$ cat src/rtl/device_arb_pkg.sv
// Shared types for the Device port arbiter: FSM encoding and the latched request record.
package device_arb_pkg;

    typedef enum logic [1:0] {
        ST_IDLE  = 2'd0,
        ST_ISSUE = 2'd1,
        ST_WAIT  = 2'd2,
        ST_RESP  = 2'd3
    } arb_state_t;

    typedef struct packed {
        logic [31:0] addr;
        logic [1:0]  len;
        logic [31:0] data;
        logic        func;
        logic [3:0]  strb;
    } dev_req_t;

    localparam logic DEV_FUNC_READ  = 1'b0;
    localparam logic DEV_FUNC_WRITE = 1'b1;

endpackage

$ cat src/rtl/device_arbiter_rr_arb2.sv
// Two-way round-robin grant, purely combinational (zero latency, no state).
// A lone requester always wins; on contention the port that did not win last time wins.
module rr_arb2 (
    input  logic [1:0] valid_i,
    input  logic       last_grant_i,
    output logic [1:0] grant_o
);

    assign grant_o[0] = valid_i[0] & (~valid_i[1] | last_grant_i);
    assign grant_o[1] = valid_i[1] & (~valid_i[0] | ~last_grant_i);

endmodule

$ cat src/rtl/device_arbiter.sv
// Shares one Device port between fetch (0) and data (1): one transaction in flight, issue pulse at handshake+1.
// Requesters stall on req_ready outside IDLE; Device silence is bounded by a watchdog that returns an error response.
module device_arbiter
    import device_arb_pkg::*;
#(
    parameter int unsigned TIMEOUT      = 64,
    parameter logic [31:0] TIMEOUT_DATA = 32'hDEAD_BEEF
) (
    input  logic        clock,
    input  logic        reset,
    input  logic        in0_req_valid,
    output logic        in0_req_ready,
    input  logic [31:0] in0_req_bits_addr,
    input  logic [1:0]  in0_req_bits_len,
    input  logic [31:0] in0_req_bits_data,
    input  logic        in0_req_bits_func,
    input  logic [3:0]  in0_req_bits_strb,
    output logic        in0_resp_valid,
    output logic [31:0] in0_resp_bits_data,
    output logic        in0_resp_bits_err,
    input  logic        in1_req_valid,
    output logic        in1_req_ready,
    input  logic [31:0] in1_req_bits_addr,
    input  logic [1:0]  in1_req_bits_len,
    input  logic [31:0] in1_req_bits_data,
    input  logic        in1_req_bits_func,
    input  logic [3:0]  in1_req_bits_strb,
    output logic        in1_resp_valid,
    output logic [31:0] in1_resp_bits_data,
    output logic        in1_resp_bits_err,
    output logic        out_req_valid,
    output logic [31:0] out_req_bits_addr,
    output logic [1:0]  out_req_bits_len,
    output logic [31:0] out_req_bits_data,
    output logic        out_req_bits_func,
    output logic [3:0]  out_req_bits_strb,
    input  logic        out_resp_valid,
    input  logic [31:0] out_resp_bits_data
);

    localparam int CNT_W = $clog2(TIMEOUT) + 1;
    localparam logic [CNT_W-1:0] CNT_LAST = CNT_W'(TIMEOUT - 1);

    arb_state_t       state_q, state_d;
    logic             last_grant_q, last_grant_d;
    logic             owner_q, owner_d;
    dev_req_t         req_q, req_d;
    logic [CNT_W-1:0] cnt_q, cnt_d;
    logic [31:0]      rdata_q, rdata_d;
    logic             err_q, err_d;
    logic [1:0]       grant;
    dev_req_t         in0_req, in1_req;

    assign in0_req = '{addr: in0_req_bits_addr, len: in0_req_bits_len, data: in0_req_bits_data,
                       func: in0_req_bits_func, strb: in0_req_bits_strb};
    assign in1_req = '{addr: in1_req_bits_addr, len: in1_req_bits_len, data: in1_req_bits_data,
                       func: in1_req_bits_func, strb: in1_req_bits_strb};

    rr_arb2 u_rr (
        .valid_i      ({in1_req_valid, in0_req_valid}),
        .last_grant_i (last_grant_q),
        .grant_o      (grant)
    );

    // Ready is masked during reset so no requester sees a handshake the FSM cannot take.
    assign in0_req_ready = (state_q == ST_IDLE) & grant[0] & ~reset;
    assign in1_req_ready = (state_q == ST_IDLE) & grant[1] & ~reset;

    assign out_req_valid     = (state_q == ST_ISSUE);
    assign out_req_bits_addr = req_q.addr;
    assign out_req_bits_len  = req_q.len;
    assign out_req_bits_data = req_q.data;
    assign out_req_bits_func = req_q.func;
    assign out_req_bits_strb = req_q.strb;

    assign in0_resp_valid     = (state_q == ST_RESP) & ~owner_q;
    assign in1_resp_valid     = (state_q == ST_RESP) & owner_q;
    assign in0_resp_bits_data = rdata_q;
    assign in1_resp_bits_data = rdata_q;
    assign in0_resp_bits_err  = err_q;
    assign in1_resp_bits_err  = err_q;

    always_comb begin
        state_d      = state_q;
        last_grant_d = last_grant_q;
        owner_d      = owner_q;
        req_d        = req_q;
        cnt_d        = cnt_q;
        rdata_d      = rdata_q;
        err_d        = err_q;
        unique case (state_q)
            ST_IDLE: begin
                if (|grant) begin
                    owner_d      = grant[1];
                    last_grant_d = grant[1];
                    req_d        = grant[1] ? in1_req : in0_req;
                    state_d      = ST_ISSUE;
                end
            end
            ST_ISSUE: begin
                cnt_d   = '0;
                state_d = ST_WAIT;
            end
            ST_WAIT: begin
                cnt_d = cnt_q + CNT_W'(1);
                // A real response beats the watchdog when both land in the same cycle.
                if (out_resp_valid) begin
                    rdata_d = out_resp_bits_data;
                    err_d   = 1'b0;
                    state_d = ST_RESP;
                end else if (cnt_q == CNT_LAST) begin
                    rdata_d = TIMEOUT_DATA;
                    err_d   = 1'b1;
                    state_d = ST_RESP;
                end
            end
            ST_RESP: state_d = ST_IDLE;
            default: state_d = ST_IDLE;
        endcase
    end

    always_ff @(posedge clock or posedge reset) begin
        if (reset) begin
            state_q      <= ST_IDLE;
            last_grant_q <= 1'b1;
            owner_q      <= 1'b0;
            req_q        <= '0;
            cnt_q        <= '0;
            rdata_q      <= '0;
            err_q        <= 1'b0;
        end else begin
            state_q      <= state_d;
            last_grant_q <= last_grant_d;
            owner_q      <= owner_d;
            req_q        <= req_d;
            cnt_q        <= cnt_d;
            rdata_q      <= rdata_d;
            err_q        <= err_d;
        end
    end

endmodule

$ cat config.mk
export PLATFORM = sky130hd
export DESIGN_NAME = device_arbiter
export DESIGN_NICKNAME = d
export VERILOG_FILES = /design/src/rtl/device_arb_pkg.sv /design/src/rtl/device_arbiter_rr_arb2.sv /design/src/rtl/device_arbiter.sv
export SDC_FILE = /design/constraint.sdc
export NUM_CORES = 1
export LEC_CHECK = 0
export ABC_AREA = 1
export CORE_MARGIN = 2
export CORE_UTILIZATION = 29
export DETAILED_ROUTE_END_ITERATION = 8
export GPL_TIMING_DRIVEN = 0
export PLACE_DENSITY = 0.64
export SETUP_SLACK_MARGIN = 0.1
export SYNTH_ARGS = -nofsm -noshare
export SYNTH_HDL_FRONTEND = slang
export SYNTH_SLANG_ARGS = --single-unit
$ cat constraint.sdc
create_clock -name clock -period 7.6 [get_ports clock]
set_input_delay 2.28 -clock clock [delete_from_list [all_inputs] [get_ports clock]]
set_output_delay 2.28 -clock clock [all_outputs]
set_load 0.05 [all_outputs]
==> impl_metrics.csv <==
group,metric,value,unit
global_routing,grt_max_degree,37,
clocking,cts-root-buf,"clkbuf_16",
drt,dr_total_vias,5543,
clocking,h-tree-depth,4,
logic_synthesis,avgSynthCellArea,8.41,sq um
sta,fin_skew,0.00721,ns
sta,fmax,141,MHz
worst_setup_path,required,5.32,ns
sta,fin_crit_sh,93.6,%
drt,first_pass_iters,4,
power_and_ir_drop,power_switching_share,50.3,%
placed_design,dp_hpwl,15300,um
final_layout,nFillCells,1762,
power_and_ir_drop,internal_power,2.42,mW
clocking,ctsResizeCount,0,
logic_synthesis,synth_top_area_share,52.8,%
worst_setup_path,worst-path-max-fanout,36,
sta,finalSetupTns,0,ns
logic_synthesis,yosysWarnings,0,
drt,ant_nets,0,
final_layout,layout_commonest_cell,"clkdlybuf4s50_1",
global_routing,grt_usage,20.5,%
power_and_ir_drop,power_frac_clock,15.4,%
sta,worst_pin_slew,0.679,ns
final_layout,antenna_cells,0,
floorplan,num_io_pins,321,
floorplan,row_count,49,
drt,drc,0,
sta,hold_ws,0.480,ns
power_and_ir_drop,pwr-share-comb,61.9,%
logic_synthesis,synth_cell_types,24,
sta,maxSlewViolCount,0,
logic_synthesis,synth.largest_area_cell,"dfrtp_1",
clocking,cts_tree,"done",
final_layout,multi_input_area,1880,sq um
power_and_ir_drop,p_switching,2.45,mW
drt,drt_iter0_markers,164,
drt,drt-total-wl,20000,um
final_layout,final_cells,1227,
power_and_ir_drop,p_leak,4.27,nW
outcome,status,"finished, final reports clean",
floorplan,start_util,29.8,%
final_layout,final-seq-area,2880,sq um
flow_run,cap_viol_max_count,0,
clocking,cts.sinks,115,
global_routing,grt_pass1_vias,5537,
sta,setup_viol,0,
clocking,clock_latency,0.41,ns
worst_setup_path,regToRegSetupSlack,5.76,ns
placed_design,place_congestion,0.806,
power_and_ir_drop,seqPwrFrac,22.7,%
clocking,cts.clk_slew.worst_paths,0.05,ns
global_routing,antenna_found_initial,1,
logic_synthesis,yosys_register_bits,115,
drt,vias_per_cell,4.52,
worst_hold_path,hold_class,"reg2reg",
final_layout,syn2layout_area_growth,75.8,%
floorplan,fp.dieW,141,um
clocking,post-cts-setup-buffers,0,
clocking,cts_inserted_buffers,17,
clocking,clk_path_buf_depth,2,
worst_setup_path,start_kind,"input pin",
sta,slew_headroom,54.6,%
sta,finalCriticalPeriod,7.11,ns
logic_synthesis,ys_top_cells_by_area,"dfrtp_1, nand2_1, a31oi_1, nor2_1, buf_4",
logic_synthesis,synth-seq-area-share,53.2,%
worst_setup_path,worstSetupEndpointType,"primary output",
logic_synthesis,syn-cell-area,5410,sq um
logic_synthesis,synth_nets,827,
final_layout,drive_gt1_share,11.0,%
worst_setup_path,worst_ep_arrival_time,4.83,ns
sta,hold_viol_final,0,
floorplan,die_y,141,um
power_and_ir_drop,powerDensity,512,nW/um^2
final_layout,final_cell_mix,"clkdlybuf4s50_1, nand2_1, dfrtp_1",
sta,rsz0062_at_grt,"no",
clocking,hold_buffers,0,
placed_design,dp_cells,1195,
global_routing,grt_first_pass_wirelength,30900,um
placed_design,io_buffers,320,
worst_setup_path,worstSetupPathType,"in2out",
global_routing,grt-ovfl-total,0,
power_and_ir_drop,ir_drop,0.000232,V
drt,wl_per_cell,16.3,um
final_layout,nets,1169,
floorplan,dieArea,19800,sq um
logic_synthesis,synthCells,643,
floorplan,coreArea,18100,sq um
-- state kept, by name, indices dropped and copies added (netlist names) --
signal	flops
out_req_bits_len	2
in0_resp_bits_data	32
out_req_bits_addr	32
out_req_bits_strb	4
cnt_q	7
last_grant_q	1
state_q	2
in0_resp_bits_err	1
out_req_bits_data	32
owner_q	1
out_req_bits_func	1
-- worst paths after layout --
kind	startpoint	endpoint	cells past startpoint
min in group asynchronous	reset	out_req_bits_data[9]	2
min reg2reg	last_grant_q	last_grant_q	2
max	reset	in0_req_ready	6
max reg2reg	state_q[0]	in0_resp_bits_data[7]	7
max in group asynchronous	reset	last_grant_q	4
min	last_grant_q	last_grant_q	2
-- logic make-up (layout without fill, tap and decap cells) --
logic type                 count (synthesis)  in the layout  synth area share, %
and+or+nand+nor                          308            308                 21.9
DFF                                      115            115                 53.2
buffers and inverters                    109            464                 12.0
AOI/OAI and AO/OA                        106            106                 11.7
adders and majority gates                  5              5                 1.16
-- layer usage --
layer	vias up	share of wire (%)	global-route usage (%)
li1	2722	-	-
met1	2529	39	23.4
met2	260	49	35.7
met3	32	9.2	7.15
met4	0	2.2	7.37
met5	-	0	0
-- cell type report --
cell class	count	share of cell area [%]
clock buffer	22	4.88
inverter	40	1.62
buffer	69	5.26
clock inverter	10	0.882
timing repair buffer	323	34.3
sequential	115	30.3
tap	229	3.01
multi-input combinational	419	19.7
-- through the flow --
| stage | util [%] | total power, mW | cell area [sq um] | setup WS [ns] |
|---|---|---|---|---|
| global placement | 49.0 | 4.12 | 8900 | -1.13 |
| floorplan | - | 3.07 | 5410 | 0.797 |
| CTS | 52.4 | 4.92 | 9510 | 0.406 |
| global route | 52.4 | 5.12 | 9510 | 0.292 |
| finish | 52.4 | 4.87 | 9510 | 0.489 |
| detailed placement | 49.4 | 4.15 | 8960 | 0.412 |
-- cell usage after synthesis, drive strengths merged --
library cell / number
dfstp: 1
inv: 39
clkinv: 1
a21oi: 31
dfrtp: 114
o21ai: 3
nand3b: 1
nor2: 105
ha: 5
a31oi: 71
o2111a: 1
or2: 1
nor3: 1
nand2: 193
buf: 67
nand3: 7
clkbuf: 2
-- critical path: stages --
cell and delay, ns:
clkdlybuf4s50_1 0.52, clkinvlp_4 0.57, buf_12 0.41, buf_12 0.20, o2111a_1 0.14, clkdlybuf4s50_1 0.71
-- power by group through the flow --
stage	logic, mW	clock network, mW	registers (mW)
final	3.02	0.752	1.10
after global routing	3.18	0.796	1.15
after CTS	3.04	0.769	1.11
after detailed placement	3.04	0	1.12
after global placement	3.02	0	1.10
after floorplan	1.06	0	2.02
Note: power is estimated with default switching activity, not from simulation.
